`src/rtl/param_stack.sv`:
```
// param_stack: parametrised LIFO register-backup stack.
// Tracks fill level, flags overflow/underflow (sticky) with a one-cycle
// interrupt pulse, and supports push+pop in one cycle as replace-top.
//
// Request semantics: push and pop are single-cycle requests sampled on every
// rising clk edge; there is no back-pressure. A request the stack cannot
// honour (push when full, effective pop when empty) is refused safely and
// reported through overflow/underflow and intr. pop is qualified by clear
// (priority) and hold; push is never qualified.
module param_stack #(
    parameter int WIDTH     = 32,
    parameter int ADDR_BITS = 7
) (
    input  logic                 clk,
    input  logic                 reset,
    input  logic [WIDTH-1:0]     d,
    output logic [WIDTH-1:0]     q,
    input  logic                 push,
    input  logic                 pop,
    input  logic                 clear,
    input  logic                 hold,
    input  logic                 err_clr,
    output logic [ADDR_BITS:0]   count,
    output logic                 empty,
    output logic                 full,
    output logic                 overflow,
    output logic                 underflow,
    output logic                 intr
);

    localparam int                  DEPTH    = 2 ** ADDR_BITS;
    localparam logic [ADDR_BITS:0]  FULL_CNT = (ADDR_BITS + 1)'(DEPTH);
    localparam logic [ADDR_BITS:0]  ONE_P    = (ADDR_BITS + 1)'(1);
    localparam logic [ADDR_BITS-1:0] ONE_A   = ADDR_BITS'(1);

    // Storage: one write port, one registered read port (block RAM friendly).
    logic [WIDTH-1:0] mem [DEPTH];

    // ptr counts valid entries; it also addresses the next free slot.
    logic [ADDR_BITS:0]   ptr;
    logic [ADDR_BITS-1:0] top_addr;
    logic [ADDR_BITS-1:0] wr_addr;
    logic                 is_empty;
    logic                 is_full;
    logic                 pop_clr;
    logic                 epop;
    logic                 under_ev;
    logic                 over_ev;
    logic                 wr_en;
    logic                 ptr_inc;
    logic                 ptr_dec;

    assign is_empty = (ptr == '0);
    assign is_full  = (ptr == FULL_CNT);
    assign top_addr = ptr[ADDR_BITS-1:0] - ONE_A;

    assign count = ptr;
    assign empty = is_empty;
    assign full  = is_full;

    // Decode the operation for this cycle from the qualified requests.
    always_comb begin
        pop_clr  = pop & clear;
        epop     = pop & ~clear & ~hold;
        under_ev = epop & is_empty;
        // push alongside an effective pop never overflows (replace-top or
        // push into an empty stack after the underflow).
        over_ev  = push & ~epop & is_full;
        wr_en    = push & (epop | ~is_full);
        // Replace-top overwrites the current top; otherwise write the free slot.
        wr_addr  = (epop & ~is_empty) ? top_addr : ptr[ADDR_BITS-1:0];
        ptr_inc  = push & ((epop & is_empty) | (~epop & ~is_full));
        ptr_dec  = epop & ~push & ~is_empty;
    end

    // Memory write port; contents are intentionally not reset.
    always_ff @(posedge clk) begin
        if (wr_en) begin
            mem[wr_addr] <= d;
        end
    end

    // Registered pop result: reads the old top, so replace-top needs no bypass.
    always_ff @(posedge clk or posedge reset) begin
        if (reset) begin
            q <= '0;
        end else if (pop_clr) begin
            q <= '0;
        end else if (epop) begin
            q <= is_empty ? '0 : mem[top_addr];
        end
    end

    // Fill-level pointer, saturating at 0 and DEPTH.
    always_ff @(posedge clk or posedge reset) begin
        if (reset) begin
            ptr <= '0;
        end else if (ptr_inc) begin
            ptr <= ptr + ONE_P;
        end else if (ptr_dec) begin
            ptr <= ptr - ONE_P;
        end
    end

    // Sticky error flags (a new event beats err_clr) and one-cycle interrupt.
    always_ff @(posedge clk or posedge reset) begin
        if (reset) begin
            overflow  <= 1'b0;
            underflow <= 1'b0;
            intr      <= 1'b0;
        end else begin
            intr <= over_ev | under_ev;
            if (over_ev) begin
                overflow <= 1'b1;
            end else if (err_clr) begin
                overflow <= 1'b0;
            end
            if (under_ev) begin
                underflow <= 1'b1;
            end else if (err_clr) begin
                underflow <= 1'b0;
            end
        end
    end

endmodule

```
`config.mk`:
```
export PLATFORM = sky130hd
export DESIGN_NAME = param_stack
export DESIGN_NICKNAME = d
export VERILOG_FILES = /design/src/rtl/param_stack.sv
export SDC_FILE = /design/constraint.sdc
export NUM_CORES = 2
export LEC_CHECK = 0
export BUFFER_PORTS_ARGS = -buffer_cell sky130_fd_sc_hd__clkbuf_2
export CORE_MARGIN = 1.5
export CORE_UTILIZATION = 45
export CTS_CLUSTER_SIZE = 40
export DETAILED_ROUTE_END_ITERATION = 7
export HOLD_SLACK_MARGIN = 0.02
export SETUP_SLACK_MARGIN = 0.2
export SLEW_MARGIN = 20
export SYNTH_ARGS = -nofsm -noshare
export SYNTH_HDL_FRONTEND = slang
export SYNTH_SLANG_ARGS = --single-unit
```
`constraint.sdc`:
```
create_clock -name clk -period 6.85 [get_ports clk]
set_input_delay 0 -clock clk [delete_from_list [all_inputs] [get_ports clk]]
set_output_delay 0 -clock clk [all_outputs]
set_load 0.03 [all_outputs]
```
# Word level (Yosys, flattened, before mapping)
# Memory sizes are Yosys's and may differ from the RTL's.
# Index checks and enable logic that the tools add are counted.
# totals
reg_bits	43
ram_bits	4096
in_bits	39
word_cells	47
memories	1
# op_classes
n_addsub	3
eq_ne	1
mux	11
bitwise	21
n_reduce_logical	5
# memory_table
name	words	word_bits	rd	rd_clocked_by_memory_dff	write_ports	line	rtl
mem	128	32	1	0	1	37	logic [WIDTH-1:0] mem [DEPTH];
# op_table
cell	n
32-bit two-way mux	3
8-bit two-way mux	2
1-bit bitwise AND	12
8-bit by 1-bit adder with 8-bit output (second input constant)	1
8-bit equality test (second input constant)	1
8-bit logical NOT	1
2-bit nonzero test	4
8-bit by 1-bit subtractor with 8-bit output (second input constant)	1
7-bit two-way mux	1
7-bit by 1-bit subtractor with 7-bit output (second input constant)	1
1-bit NOT	6
1-bit two-way mux	5
1-bit bitwise OR	3

# Depth between registers and ports, before layout
# logic_depth
ltp_word	8
depth_mapped	23

# Least setup slack after synthesis
# OpenSTA, ideal clock, no wires.
# synth_path
path_kind	reg2reg
from	reg ptr[0], in the netlist count[0]
to	mem mem[33][0] (enable)
t_arrival_ns	5.259
required_ns	6.429
path_slack_ns	1.170
path_stages_with_launch	18
path_buffers	11
path_cell_list	dfrtp_1 -> buf_4 -> buf_4 -> buf_4 -> buf_4 -> buf_2 -> inv_1 -> buf_2 -> ha_1 -> buf_2 -> buf_2 -> buf_1 -> clkbuf_1 -> nand2_1 -> o21ai_0 -> nand2_1 -> buf_2 -> nor2_1
# synth_between
word_cells_on_any_way	11
# synth_rtl
element	line	rtl
start: declaration	40	logic [ADDR_BITS:0] ptr;
start signal: assignment	99	ptr <= ptr + ONE_P;
start signal: assignment	101	ptr <= ptr - ONE_P;
7-bit by 1-bit subtractor with 7-bit output	55	assign top_addr = ptr[ADDR_BITS-1:0] - ONE_A;
named net top_addr[0]	41	logic [ADDR_BITS-1:0] top_addr;
7-bit two-way mux	71	wr_addr = (epop & ~is_empty) ? top_addr : ptr[ADDR_BITS-1:0];
end: declaration	37	
# The timed path passes the listed nets, and every way through them passes these cells.

# Worst setup path after layout
# layout_path
from	reg ptr[0], in the netlist count[0]
to	mem mem[100][1] (enable)
# layout_between
elab_chain_len	6
word_cells_on_any_way	11
# layout_lines
element	line	rtl
8-bit equality test	54	assign is_full = (ptr == FULL_CNT);
1-bit NOT	69	wr_en = push & (epop | ~is_full);
1-bit bitwise OR	69	
1-bit bitwise AND	69	
1-bit two-way mux	78	if (wr_en) begin
1-bit two-way mux (not written as such)	79	mem[wr_addr] <= d;
# Parallel ways exist; a longest one is shown, timed or not.

==> reports/metrics.cfg <==
[clock_tree]
clock_latency_ns=0.97
cts.sinks=4139
postCtsResizedCells=0
clock_path_buffers=4
numCtsBuffers=413
postCtsHoldBufs=42
htree_levels=5
post_cts_buffers=0
clk_pin_slew_ns=0.06
cts-root-buf=clkbuf_16
cts_tree=done

[timing]
hold_viol=0
maxSlewViolCount=0
relSlewSlack_pct=12.0
rsz0062_at_grt=false
finalCritPeriodShare_pct=81.6
finalCriticalPeriod_ns=5.59
finalSetupTns_ns=0
fmax_mhz=179
setup_violations=0
fin_worst_skew_ns=0.0625
worst_pin_slew_ns=1.31
worst_slack_ns=1.26
whs_ns=0.145

[routing]
drt_iter0_drc=10857
drc=0
vias=80416
drtAntennaViolNets=0
first_pass_iters=8
wl_um=444000
route.detailed.wl_per_inst_um=34.0
vias_per_cell=6.16

[cells_and_area]
layout-drive-gt1-share_pct=27.0
regArea_um2=124000
syn_to_final_growth_pct=14.3
finalNetCount=8011
fillers=27526
multiInputGateArea_um2=34700

[critical_path]
worstReg2RegStart=count[0]
critPathLaunch=count[0]
worstPathRequired_ns=7.48
worst_setup_path_start_kind=register
critPathCaptureType=register
worstPathMaxFanout=17
cp_data_arrival_time_ns=6.22
critPathKind=register to register

[placement]
gp_congestion=0.912
dp_hpwl_um=262000
numPortBuffers=83
place_ws_ns=1.39

[floorplan]
dieArea_um2=358000
die_height_um=598
pin_count=84
start_util_pct=45.2
placement_rows=218
core-area_um2=353000
fp.dieW_um=598

[global_routing]
overflow=0
grt_usage_pct=24.7
grt_pass1_vias=79437
grt_pass1_wl_um=623000
antenna_found_initial=32
grt_max_degree=108

[synth]
synthSimpleGateAreaFrac_pct=3.49
yosys_warnings=0
muxShareOfSynthArea_pct=15.2
synth_top_family_by_area=multiplexers
avgSynthCellArea_um2=21.2
synth-adder-area-share_pct=0.0674
synth-xor-area-share_pct=0.0659
syn-cell-area_um2=160000
yosysUniqueCellTypes=70
synth_enable_flop_cells=4096
synth_top_flop_cell=edfxtp_1
synth-compound-area-share_pct=2.11
ys_ff_latch=4139
synth_cells=7520
synth_nets=7567
async_flop_share_pct=1.04
ys_seq_area_share_pct=77.8

[power]
netSwitchingPower_mw=29.5
sequentialPowerShare_pct=35.0
clkPwrFrac_pct=27.2
p_comb_share_pct=37.8
power_mw=82.4
p_per_area_nw_per_um2=452
max-vdd-ir-drop_uv=656
switching_share_pct=35.9
p_int_mw=52.8
p_leak_nw=57.4

[worst_hold_path]
hold_class=primary input to register
hold_start=d[14]

[flow_run]
cap_violations=0

[status]
status=finished clean

critical path, cell delays in order, from the launching register on:
cell	delay [ns]
dfrtp_4	0.54
inv_1	0.38
ha_4	0.38
nor3b_2	0.49
nand3_1	0.30
o21ai_1	0.61
nand2_1	0.09
o21ai_0	0.35
nand3_1	0.80
nor2_4	0.93
buf_4	0.36
layout make-up:
type                       instances  area share (%)
timing repair buffer             466            2.30
antenna                           16          0.0220
tap                             4730            3.25
multi-input combinational       2932            19.0
clock inverter                   222            1.19
sequential                      4139            68.0
clock buffer                     534            6.13
inverter                          12          0.0247
sequential cells by signal (all words and copies together) (netlist names):
name	count
mem	4096
count	8
intr	1
underflow	1
overflow	1
q	32
per-stage QoR:
| step | cells | area, µm² | utilization (%) |
|---|---|---|---|
| after floorplan | 7520 | 160000 | - |
| after global placement | 12227 | 168000 | 47.7 |
| after detailed placement | 12235 | 168000 | 47.8 |
| after CTS | 13033 | 182000 | 51.7 |
| after global routing | 13039 | 182000 | 51.7 |
| final | 13051 | 182000 | 51.7 |
layout by cell type (no fill, tap or decap), types with 91 or more instances in the layout:
cell / n
nand2_1: 810
mux2i_1: 104
nor2_4: 120
clkbuf_1: 94
buf_4: 312
edfxtp_1: 4096
and3_1: 163
a21oi_1: 91
a311oi_1: 123
clkbuf_16: 424
mux4_2: 1026
per-layer routing:
metal  GRT usage, %  up-vias  wire (µm)
li1               -    32144          -
met1           36.1    43687     180000
met2           38.4     3974     208000
met3           4.11      603      40700
met4           7.37        8      14300
met5              0        -        344
power by group through the flow:
stage | clock network (mW) | logic (mW) | registers (mW)
floorplan | 0 | 19.0 | 29.2
global placement | 0 | 31.0 | 29.3
detailed placement | 0 | 31.1 | 29.3
CTS | 22.7 | 31.2 | 28.8
global route | 23.7 | 32.6 | 28.8
finish | 22.4 | 31.1 | 28.8
final timing paths:
path / endpoint / slack (ns) / cells after the start
min reg2reg: q[26] / 0.62 / 2
min in group asynchronous: q[22] / 0.44 / 5
max: mem[100][1] / 1.26 / 10
max in group asynchronous: count[0] / 5.49 / 5
max reg2reg: mem[100][1] / 1.26 / 10
min: mem[77][14] / 0.14 / 2
cell families after synthesis:
| group | after synthesis |
|---|---|
| XOR/XNOR | 12 |
| multiplexers | 1133 |
| buffers and inverters | 449 |
| AO/OA/AOI/OAI | 482 |
| adder cells (fa/ha/maj) | 8 |
| AND/OR/NAND/NOR | 1297 |
| flip-flops | 4139 |
synth_stat cells (all sizes together) (13+ instances only):
cell,instances,area share (%)
o21ai,70,0.22
a21oi,92,0.29
and2,13,0.051
nor3,13,0.047
edfxtp,4096,77
o22ai,48,0.19
nand2,819,1.9
dfrtp,43,0.67
buf,255,0.87
nand4,25,0.098
clkbuf,182,0.43
mux4,1026,14
mux2i,104,0.65
nand3,43,0.13
o31ai,21,0.10
a211oi,63,0.30
a311oi,134,0.74
and3,165,0.65
nor2,187,0.44
(Power assumes the default switching activity.)
